<file path="src/rtl/seg_pkg.sv">
// Purpose : shared types, constants and the hex-to-segment decoder for the scan controller.
// Latency : n/a (types and a pure combinational function).
// Backpressure: n/a.
package seg_pkg;

    // Scan FSM states: blank, dead time at slot start, digit lit.
    typedef enum logic [1:0] {
        IDLE = 2'd0,
        DEAD = 2'd1,
        ON   = 2'd2
    } state_t;

    // All segments dark (active-low lines).
    localparam logic [6:0] SEG_BLANK = 7'h7F;

    // Active-low {g,f,e,d,c,b,a} pattern for one hex nibble.
    function automatic logic [6:0] hex_to_seg_n(input logic [3:0] nibble);
        logic [6:0] seg;
        case (nibble)
            4'h0:    seg = 7'b1000000;
            4'h1:    seg = 7'b1111001;
            4'h2:    seg = 7'b0100100;
            4'h3:    seg = 7'b0110000;
            4'h4:    seg = 7'b0011001;
            4'h5:    seg = 7'b0010010;
            4'h6:    seg = 7'b0000010;
            4'h7:    seg = 7'b1111000;
            4'h8:    seg = 7'b0000000;
            4'h9:    seg = 7'b0010000;
            4'hA:    seg = 7'b0001000;
            4'hB:    seg = 7'b0000011;
            4'hC:    seg = 7'b1000110;
            4'hD:    seg = 7'b0100001;
            4'hE:    seg = 7'b0000110;
            default: seg = 7'b0001110;
        endcase
        return seg;
    endfunction

endpackage

</file>
<file path="src/rtl/seg_scan_ctrl_if.sv">
// Purpose : bundles the display-data inputs and the decoder/segment outputs of the scan controller.
// Latency : n/a (wires only).
// Backpressure: none; the controller accepts scan_en and load every cycle.
// Ports   : slave = controller side (takes scan_en/load/value/dp/blank_mask, drives
//           sel_a/sel_b/dec_en/seg_n/dp_n/frame_tick); master = the opposite side.
interface seg_scan_ctrl_if;
    logic        scan_en;
    logic        load;
    logic [15:0] value;
    logic [3:0]  dp;
    logic [3:0]  blank_mask;
    logic        sel_a;
    logic        sel_b;
    logic        dec_en;
    logic [6:0]  seg_n;
    logic        dp_n;
    logic        frame_tick;

    modport master (
        output scan_en, load, value, dp, blank_mask,
        input  sel_a, sel_b, dec_en, seg_n, dp_n, frame_tick
    );

    modport slave (
        input  scan_en, load, value, dp, blank_mask,
        output sel_a, sel_b, dec_en, seg_n, dp_n, frame_tick
    );
endinterface

</file>
<file path="src/rtl/seg_prescaler.sv">
// Purpose : per-slot clock counter, 0..PRESCALE-1, flagging end of dead time and end of slot.
// Latency : flags are decoded from the registered count (same cycle as the count value).
// Backpressure: none; clear holds the count at 0.
// Ports   : clk, rst_n (async active-low), clear in; dead_done (count == DEAD-1),
//           slot_done (count == PRESCALE-1) out.
module seg_prescaler #(
    parameter int PRESCALE = 1000,
    parameter int DEAD     = 16
) (
    input  logic clk,
    input  logic rst_n,
    input  logic clear,
    output logic dead_done,
    output logic slot_done
);

    localparam int CNT_W = (PRESCALE > 1) ? $clog2(PRESCALE) : 1;
    localparam logic [CNT_W-1:0] DEAD_LAST = CNT_W'(DEAD - 1);
    localparam logic [CNT_W-1:0] SLOT_LAST = CNT_W'(PRESCALE - 1);

    logic [CNT_W-1:0] cnt_q;

    assign dead_done = (cnt_q == DEAD_LAST);
    assign slot_done = (cnt_q == SLOT_LAST);

    always_ff @(posedge clk or negedge rst_n) begin
        if (!rst_n) begin
            cnt_q <= '0;
        end else if (clear || slot_done) begin
            cnt_q <= '0;
        end else begin
            cnt_q <= cnt_q + CNT_W'(1);
        end
    end

endmodule

</file>
<file path="src/rtl/seg_scan_ctrl.sv">
// Purpose : four-digit seven-segment scanner with dead time and double-buffered display data.
// Latency : first slot (digit 0, frame_tick) one clock after scan_en is sampled high; dec_en DEAD clocks later.
// Backpressure: none; a load is always captured, a second load before transfer overwrites the first.
// Ports   : clk, rst_n (async active-low); bus.slave carries scan_en, load, value[15:0], dp[3:0],
//           blank_mask[3:0] in and sel_a, sel_b, dec_en, seg_n[6:0], dp_n, frame_tick out (all registered).
module seg_scan_ctrl #(
    parameter int PRESCALE = 1000,
    parameter int DEAD     = 16
) (
    input  logic           clk,
    input  logic           rst_n,
    seg_scan_ctrl_if.slave bus
);

    import seg_pkg::*;

    state_t      state_q, state_d;
    logic [1:0]  digit_q, digit_d;
    logic        slot_start;
    logic        xfer;
    logic        cnt_clear, dead_done, slot_done;

    logic [15:0] act_value_q, pend_value_q, nxt_value;
    logic [3:0]  act_dp_q, pend_dp_q, nxt_dp;
    logic [3:0]  act_mask_q, pend_mask_q, nxt_mask;
    logic        pend_vld_q;

    logic [1:0]  sel_q, sel_d;
    logic        dec_en_q, dec_en_d;
    logic [6:0]  seg_n_q, seg_n_d;
    logic        dp_n_q, dp_n_d;
    logic        frame_q, frame_d;

    // Counter restarts from 0 on the first clock after leaving IDLE.
    assign cnt_clear = (state_q == seg_pkg::IDLE) || !bus.scan_en;

    seg_prescaler #(
        .PRESCALE (PRESCALE),
        .DEAD     (DEAD)
    ) u_prescaler (
        .clk       (clk),
        .rst_n     (rst_n),
        .clear     (cnt_clear),
        .dead_done (dead_done),
        .slot_done (slot_done)
    );

    always_ff @(posedge clk or negedge rst_n) begin
        if (!rst_n) begin
            state_q <= seg_pkg::IDLE;
            digit_q <= 2'd0;
        end else begin
            state_q <= state_d;
            digit_q <= digit_d;
        end
    end

    always_comb begin
        state_d    = state_q;
        digit_d    = digit_q;
        slot_start = 1'b0;
        xfer       = 1'b0;
        sel_d      = sel_q;
        dec_en_d   = dec_en_q;
        seg_n_d    = seg_n_q;
        dp_n_d     = dp_n_q;
        frame_d    = 1'b0;
        nxt_value  = act_value_q;
        nxt_dp     = act_dp_q;
        nxt_mask   = act_mask_q;

        case (state_q)
            seg_pkg::IDLE: begin
                if (bus.scan_en) begin
                    state_d    = seg_pkg::DEAD;
                    digit_d    = 2'd0;
                    slot_start = 1'b1;
                end
            end
            seg_pkg::DEAD: begin
                if (dead_done) begin
                    state_d  = seg_pkg::ON;
                    dec_en_d = ~act_mask_q[digit_q];
                end
            end
            seg_pkg::ON: begin
                if (slot_done) begin
                    state_d    = seg_pkg::DEAD;
                    digit_d    = digit_q + 2'd1;
                    slot_start = 1'b1;
                end
            end
            default: state_d = seg_pkg::IDLE;
        endcase

        // Frame boundary: new data goes live here, a coincident load wins over pending.
        xfer = slot_start && (digit_d == 2'd0);
        if (xfer && bus.load) begin
            nxt_value = bus.value;
            nxt_dp    = bus.dp;
            nxt_mask  = bus.blank_mask;
        end else if (xfer && pend_vld_q) begin
            nxt_value = pend_value_q;
            nxt_dp    = pend_dp_q;
            nxt_mask  = pend_mask_q;
        end

        // Select and segment lines change only while the decoder is disabled.
        if (slot_start) begin
            frame_d  = xfer;
            sel_d    = digit_d;
            dec_en_d = 1'b0;
            seg_n_d  = nxt_mask[digit_d] ? SEG_BLANK
                                         : hex_to_seg_n(nxt_value[{digit_d, 2'b00} +: 4]);
            dp_n_d   = ~nxt_dp[digit_d];
        end

        if (!bus.scan_en) begin
            state_d    = seg_pkg::IDLE;
            digit_d    = 2'd0;
            slot_start = 1'b0;
            xfer       = 1'b0;
            sel_d      = 2'd0;
            dec_en_d   = 1'b0;
            seg_n_d    = SEG_BLANK;
            dp_n_d     = 1'b1;
            frame_d    = 1'b0;
        end
    end

    always_ff @(posedge clk or negedge rst_n) begin
        if (!rst_n) begin
            sel_q    <= 2'd0;
            dec_en_q <= 1'b0;
            seg_n_q  <= SEG_BLANK;
            dp_n_q   <= 1'b1;
            frame_q  <= 1'b0;
        end else begin
            sel_q    <= sel_d;
            dec_en_q <= dec_en_d;
            seg_n_q  <= seg_n_d;
            dp_n_q   <= dp_n_d;
            frame_q  <= frame_d;
        end
    end

    always_ff @(posedge clk or negedge rst_n) begin
        if (!rst_n) begin
            act_value_q  <= 16'd0;
            act_dp_q     <= 4'd0;
            act_mask_q   <= 4'd0;
            pend_value_q <= 16'd0;
            pend_dp_q    <= 4'd0;
            pend_mask_q  <= 4'd0;
            pend_vld_q   <= 1'b0;
        end else if (xfer) begin
            act_value_q <= nxt_value;
            act_dp_q    <= nxt_dp;
            act_mask_q  <= nxt_mask;
            pend_vld_q  <= 1'b0;
        end else if (bus.load) begin
            pend_value_q <= bus.value;
            pend_dp_q    <= bus.dp;
            pend_mask_q  <= bus.blank_mask;
            pend_vld_q   <= 1'b1;
        end
    end

    assign bus.sel_a      = sel_q[1];
    assign bus.sel_b      = sel_q[0];
    assign bus.dec_en     = dec_en_q;
    assign bus.seg_n      = seg_n_q;
    assign bus.dp_n       = dp_n_q;
    assign bus.frame_tick = frame_q;

endmodule

</file>
<file path="src/flat_wrapper.sv">
// flat-port wrapper written by rule: the top's interface ports become plain ports
module seg_scan_ctrl_flat import seg_pkg::*;
#(
    parameter int PRESCALE = 1000,
    parameter int DEAD     = 16
)
  (clk, rst_n, bus_scan_en, bus_load, bus_value, bus_dp, bus_blank_mask, bus_sel_a, bus_sel_b, bus_dec_en, bus_seg_n, bus_dp_n, bus_frame_tick);
  seg_scan_ctrl_if bus_i ();
  input  logic clk;
  input  logic rst_n;
  input wire logic [$bits(bus_i.scan_en)-1:0] bus_scan_en;
  input wire logic [$bits(bus_i.load)-1:0] bus_load;
  input wire logic [$bits(bus_i.value)-1:0] bus_value;
  input wire logic [$bits(bus_i.dp)-1:0] bus_dp;
  input wire logic [$bits(bus_i.blank_mask)-1:0] bus_blank_mask;
  output wire logic [$bits(bus_i.sel_a)-1:0] bus_sel_a;
  output wire logic [$bits(bus_i.sel_b)-1:0] bus_sel_b;
  output wire logic [$bits(bus_i.dec_en)-1:0] bus_dec_en;
  output wire logic [$bits(bus_i.seg_n)-1:0] bus_seg_n;
  output wire logic [$bits(bus_i.dp_n)-1:0] bus_dp_n;
  output wire logic [$bits(bus_i.frame_tick)-1:0] bus_frame_tick;
  assign bus_i.scan_en = bus_scan_en;
  assign bus_i.load = bus_load;
  assign bus_i.value = bus_value;
  assign bus_i.dp = bus_dp;
  assign bus_i.blank_mask = bus_blank_mask;
  assign bus_sel_a = bus_i.sel_a;
  assign bus_sel_b = bus_i.sel_b;
  assign bus_dec_en = bus_i.dec_en;
  assign bus_seg_n = bus_i.seg_n;
  assign bus_dp_n = bus_i.dp_n;
  assign bus_frame_tick = bus_i.frame_tick;
  seg_scan_ctrl #(.PRESCALE(PRESCALE), .DEAD(DEAD)) u_core (.clk(clk), .rst_n(rst_n), .bus(bus_i));
endmodule
</file>
<file path="config.mk">
export PLATFORM = sky130hd
export DESIGN_NAME = seg_scan_ctrl_flat
export DESIGN_NICKNAME = d
export VERILOG_FILES = /design/src/rtl/seg_pkg.sv /design/src/rtl/seg_scan_ctrl_if.sv /design/src/rtl/seg_prescaler.sv /design/src/rtl/seg_scan_ctrl.sv /design/src/flat_wrapper.sv
export SDC_FILE = /design/constraint.sdc
export NUM_CORES = 1
export LEC_CHECK = 0
export CAP_MARGIN = 20
export CELL_PAD_IN_SITES_DETAIL_PLACEMENT = 1
export CELL_PAD_IN_SITES_GLOBAL_PLACEMENT = 2
export CORE_MARGIN = 1.5
export CORE_UTILIZATION = 40
export CTS_BUF_LIST = sky130_fd_sc_hd__clkbuf_8 sky130_fd_sc_hd__clkbuf_16
export DETAILED_ROUTE_END_ITERATION = 7
export HOLD_SLACK_MARGIN = 0.02
export PLACE_DENSITY = 0.88
export SLEW_MARGIN = 5
export SYNTH_ARGS = -nofsm -noshare
export SYNTH_HDL_FRONTEND = slang
export SYNTH_HIERARCHICAL = 1
export SYNTH_SLANG_ARGS = --single-unit
</file>
<file path="constraint.sdc">
create_clock -name clk -period 6.2 [get_ports clk]
set_clock_uncertainty 0.05 [all_clocks]
set_input_delay 1.24 -clock clk [delete_from_list [all_inputs] [get_ports clk]]
set_output_delay 1.24 -clock clk [all_outputs]
set_load 0.01 [all_outputs]
</file>
Word level (Yosys, flattened, before mapping):

Memory sizes are Yosys's and may differ from the RTL's.
Cells that the tools add are included.

* add/sub/neg operators: 2
* $lt $le $gt $ge: 2
* eq/ne operators: 9
* shift operators: 1
* multiplexer cells: 40
* bitwise gates (word level): 3
* reductions and logical operators: 12

Operators with widths (count)
* two-way mux 16 bit: 2
* two-way mux 7 bit: 3
* two-way mux 1 bit: 16
* two-way mux 2 bit: 8
* two-way mux 4 bit: 4
* variable part select 16 x 5 -> 4 bit: 1
* adder 10 x 1 -> 10 bit (second input constant): 1
* equality test 10 bit (second input constant): 1
* equality test 10 x 4 -> 1 bit (second input constant): 1
* two-way mux 10 bit: 1
* binary-select mux 1 bit (select 2 bit): 3
* < comparator 2 x 3 -> 1 bit (second input constant): 2
* != test 3 x 1 -> 1 bit (second input constant): 2
* case mux 2 bit (3 select lines): 1
* AND reduction 2 bit: 3
* zero test 2 bit: 2
* case mux 2 bit (2 select lines): 1
* logical AND 1 bit: 3
* != test 3 x 2 -> 1 bit (second input constant): 1
* != test 3 bit (second input constant): 1
* inverter 1 bit: 3
* adder 2 x 1 -> 2 bit (second input constant): 1
* equality test 2 x 1 -> 1 bit (second input constant): 1
* equality test 2 bit (second input constant): 1
* 5 further kinds: 6

* flip-flop bits (word level): 75
* memory bits (read-only): 112
* output and inout bits: 12
* word-level logic and storage cells: 85
* memories kept: 1

Memory list
* (name not given): words 16, width 7, read ports 1, clocked after memory_dff 0, wr ports 0, RTL line seg_pkg.sv:19 `case (nibble)`

Logic depth before layout (Yosys ltp):

* depth in word-level cells: 13
* depth in mapped cells: 17
* depth with buffers taken out: 15

Hierarchy:

The synthesis kept the hierarchy.

By module, submodules not included
* seg_scan_ctrl: instances 1, cells each 356, area an instance 3638.5 um^2
* seg_prescaler: instances 1, cells each 51, area an instance 513.0 um^2

Worst setup path after synthesis:

OpenSTA, ideal clock, no wires.

* kind: input to register
* start: in bus_load
* end: reg u_core.seg_n_q[1], in the netlist u_core/bus.seg_n[1]
* setup time: 0.080 ns
* arrival: 3.677 ns
* slack: 2.394 ns
* stages on the path: 13
* path buffers: 2
* path through: buf_2 -> or2_2 -> o211a_4 -> buf_4 -> o21ai_0 -> nor3_1 -> or4_4 -> inv_1 -> ha_1 -> inv_1 -> a21oi_1 -> mux2_2 -> o22a_1

* word-level cells in the longest chain between the ends: 7

Ends and longest elaborated chain
* start: declaration: RTL line flat_wrapper.sv:12 `input wire logic [$bits(bus_i.load)-1:0] bus_load;`
* logical AND 1 bit (*): RTL line seg_scan_ctrl.sv:98 `if (xfer && bus.load) begin`
* two-way mux 16 bit or two-way mux 4 bit (tied branches): RTL line seg_scan_ctrl.sv:98
* variable part select 16 x 5 -> 4 bit or binary-select mux 1 bit (select 2 bit) (tied branches): RTL line seg_scan_ctrl.sv:114, seg_scan_ctrl.sv:113
* memory (16 x 7 bit) or two-way mux 1 bit (tied branches)
* two-way mux 7 bit (*): RTL line seg_scan_ctrl.sv:113 `seg_n_d = nxt_mask[digit_d] ? SEG_BLANK`
* two-way mux 7 bit (*): RTL line seg_scan_ctrl.sv:109 `if (slot_start) begin`
* two-way mux 7 bit (*): RTL line seg_scan_ctrl.sv:118 `if (!bus.scan_en) begin`
* end signal: assignment: RTL line seg_scan_ctrl.sv:141 `seg_n_q <= seg_n_d;`
* end: declaration: RTL line seg_scan_ctrl.sv:30 `logic [6:0] seg_n_q, seg_n_d;`

Mark *: on every way between the ends. The rest lies on a longest branch, timed or not. The select of a mux whose other input is x is not followed.
A chain may end at the register's enable or synchronous reset.

Final worst setup path:

Ends and elaborated chain as after synthesis.

==> impl_results.md <==
- Outcome: completed
- Most instantiated cells after synthesis: dfrtp_1, nand2_1, o21ai_0
- Clk_lat worst skew: 0.36 ns
- Die Ht: 105 um
- Syn_nets: 442
- Antenna violations before repair: 0
- Rows: 37
- CTS H-tree depth: 3
- I/O Buffers: 39
- Yosys top cell area share: 40.4%
- Pwr Total: 1.26 mW
- Post-synthesis sequential area ratio: 45.4%
- CORE AREA: 10200 um2
- First-pass GRT wire length: 17.4 mm
- TritonCTS clock tree: done
- Die area: 11000 um2
- # diodes: 0
- Max rail drop VDD: 0.108 mV
- Clock transition at path regs: 0.08 ns
- Inst Count DP: 560
- Cell Area, Placed: 4580 um2
- Final TNS setup: 0 ns
- Max Cap Viol: 0
- Main synth FF type: dfrtp_1
- Critical Path AT: 4.88 ns
- Final Hold Vio Count: 0
- CP max FO: 11
- Final period util: 74.8%
- Slew headroom: 29.7%
- Lkg Pwr: 1.95 nW
- Setup Crit Path Kind: primary input to register
- PwrDens: 265 nW/um2
- FFs w/ async S/R, synth: 100%
- Synth warn: 6
- Synth unique cells: 70
- Worst hold slack: 0.438 ns
- Final worst-path setup slack: 1.56 ns
- Tightest Hold Check Type: register to register
- Avg Cell Area, Syn: 10.2 um2
- Pre-CTS WS: 1.23 ns
- Final Instance Count excl. Fillers: 576
- DP HPWL: 7.35 mm
- DR DRC count: 0
- Post-route cell area: 4770 um2
- Fin crit period: 4.64 ns
- Final GP Congestion: 0.771
- CTS max path bufs: 2
- Post-synth EDFFs: 0
- Data required, critical path: 6.44 ns
- Root Driver: clkbuf_8
- FF+latch count, synth: 75
- Max Fclk: 216 MHz
- Unrepaired setup endpoints after global routing: no
- CTS resizes: 0
- Type of origin of the critical path: primary input
- Most common cell in the netlist: dfrtp_1
- Vias in the first global route: 3401
- All-Layer GR Usage: 20.2%
- Layout cells sized above 1: 15.7%
- Router iterations before antenna repair: 4
- Synth area leaders: dfrtp_1, dfstp_2, mux2_2
- CTS sink cnt: 75
- Post-layout util: 46.8%
- Layout Nets: 470
- Via density: 5.63
- Top Ports: 40
- Synth Cell Area: 4150 um2
- Setup crit end kind: register
- Synth Instances: 407
- Final ANT Viol Nets: 0
- Largest net degree at the start of global routing: 76
- Synth area leader: dfrtp_1
- Final setup violation count: 0
- DR vias: 3241
- DRT iter0 DRCs: 92
- Postcts setup bufs: 0
- Synthesis-to-layout area growth: 14.9%
- CTS Buf Count: 9
- Routed WL: 10.3 mm
- Least-Margin Pin Slew: 1.05 ns
- Hold Buf Count CTS: 0
- Wirelength per Cell: 17.9 um
- Die W: 105 um
- Grt ovf: 0
- Final slew viol count: 0
- Starting Density: 40.8%
-- layout by cell type (no fill, tap or decap), types with 7 or more instances in the layout --
| cell | netlist | layout |
|---|---|---|
| dfrtp_1 | 67 | 67 |
| nand2_1 | 44 | 44 |
| clkdlybuf4s50_1 | 0 | 38 |
| o21ai_0 | 38 | 38 |
| nor2_1 | 20 | 20 |
| mux2_2 | 18 | 18 |
| inv_1 | 16 | 17 |
| nor3_1 | 14 | 14 |
| a21oi_1 | 12 | 12 |
| clkbuf_8 | 0 | 10 |
| mux2i_1 | 10 | 10 |
| and2_1 | 8 | 8 |
| o22a_1 | 8 | 8 |
| o211ai_1 | 8 | 8 |
| dfstp_2 | 8 | 8 |
| o22ai_1 | 7 | 7 |
| ha_1 | 7 | 7 |
-- report_power, final --
part | internal (mW) | switching [mW]
clock | 0.193 | 0.189
combinational | 0.134 | 0.139
sequential | 0.560 | 0.0462
-- final cells by class --
| cell class | count | area [um2] |
|---|---|---|
| fill | 1171 | 5420 |
| multi-input combinational | 289 | 2040 |
| sequential | 75 | 1890 |
| timing repair buffer | 41 | 403 |
| tap | 136 | 170 |
| clock buffer | 10 | 138 |
| inverter | 19 | 71.3 |
| clock inverter | 6 | 56.3 |
-- state kept, by name, indices dropped and copies added (netlist names) --
signal                    count
u_core/act_dp_q               4
u_core/act_mask_q             4
u_core/act_value_q           16
u_core/bus.dec_en             1
u_core/bus.dp_n               1
u_core/bus.frame_tick         1
u_core/bus.seg_n              7
u_core/digit_q                2
u_core/pend_dp_q              4
u_core/pend_mask_q            4
u_core/pend_value_q          16
u_core/pend_vld_q             1
u_core/sel_q                  2
u_core/state_q                2
u_core/u_prescaler/cnt_q     10
-- path summary, 6_finish.rpt --
| path | from | end | slack [ns] | cells after the start |
|---|---|---|---|---|
| setup / recovery | bus_load | u_core/bus.seg_n[1] | 1.56 | 13 |
| hold / removal | u_core/act_value_q[10] | u_core/act_value_q[10] | 0.44 | 2 |
| setup reg to reg | u_core/u_prescaler/cnt_q[0] | u_core/bus.seg_n[1] | 2.10 | 15 |
| hold reg to reg | u_core/act_value_q[10] | u_core/act_value_q[10] | 0.44 | 2 |
| max in group asynchronous | rst_n | u_core/act_dp_q[2] | 4.50 | 1 |
| min in group asynchronous | rst_n | u_core/act_value_q[15] | 0.99 | 1 |
-- cell families (layout without fill, tap and decap cells) --
| kind of cell | after synthesis | after routing | synth area share [%] |
|---|---|---|---|
| buffers and inverters | 43 | 76 | 5.30 |
| and+or+nand+nor | 130 | 130 | 17.1 |
| DFF | 75 | 75 | 45.4 |
| xor gates and xnor gates | 5 | 5 | 1.06 |
| adders and majority gates | 7 | 7 | 2.11 |
| AOI/OAI and AO/OA | 115 | 115 | 19.7 |
| muxes | 32 | 32 | 9.28 |
-- critical path, cell delays in order --
cell and delay [ns]:
clkdlybuf4s50_1 0.66, nor2b_1 0.58, o21ai_2 0.32, o22a_1 0.28, o21ai_0 0.11, nor3_1 0.09, or4_4 0.60, inv_1 0.14
ha_1 0.24, inv_1 0.08, a21oi_1 0.07, mux2_2 0.30, o22a_1 0.15
-- per-layer routing --
metal	up-vias	GRT usage (%)	wire, um
li1	1546	-	-
met1	1644	26.6	4800
met2	37	32.9	5090
met3	14	3.12	238
met4	0	8.81	182
met5	-	0	0
No activity file was read; power rests on OpenSTA's default activity.
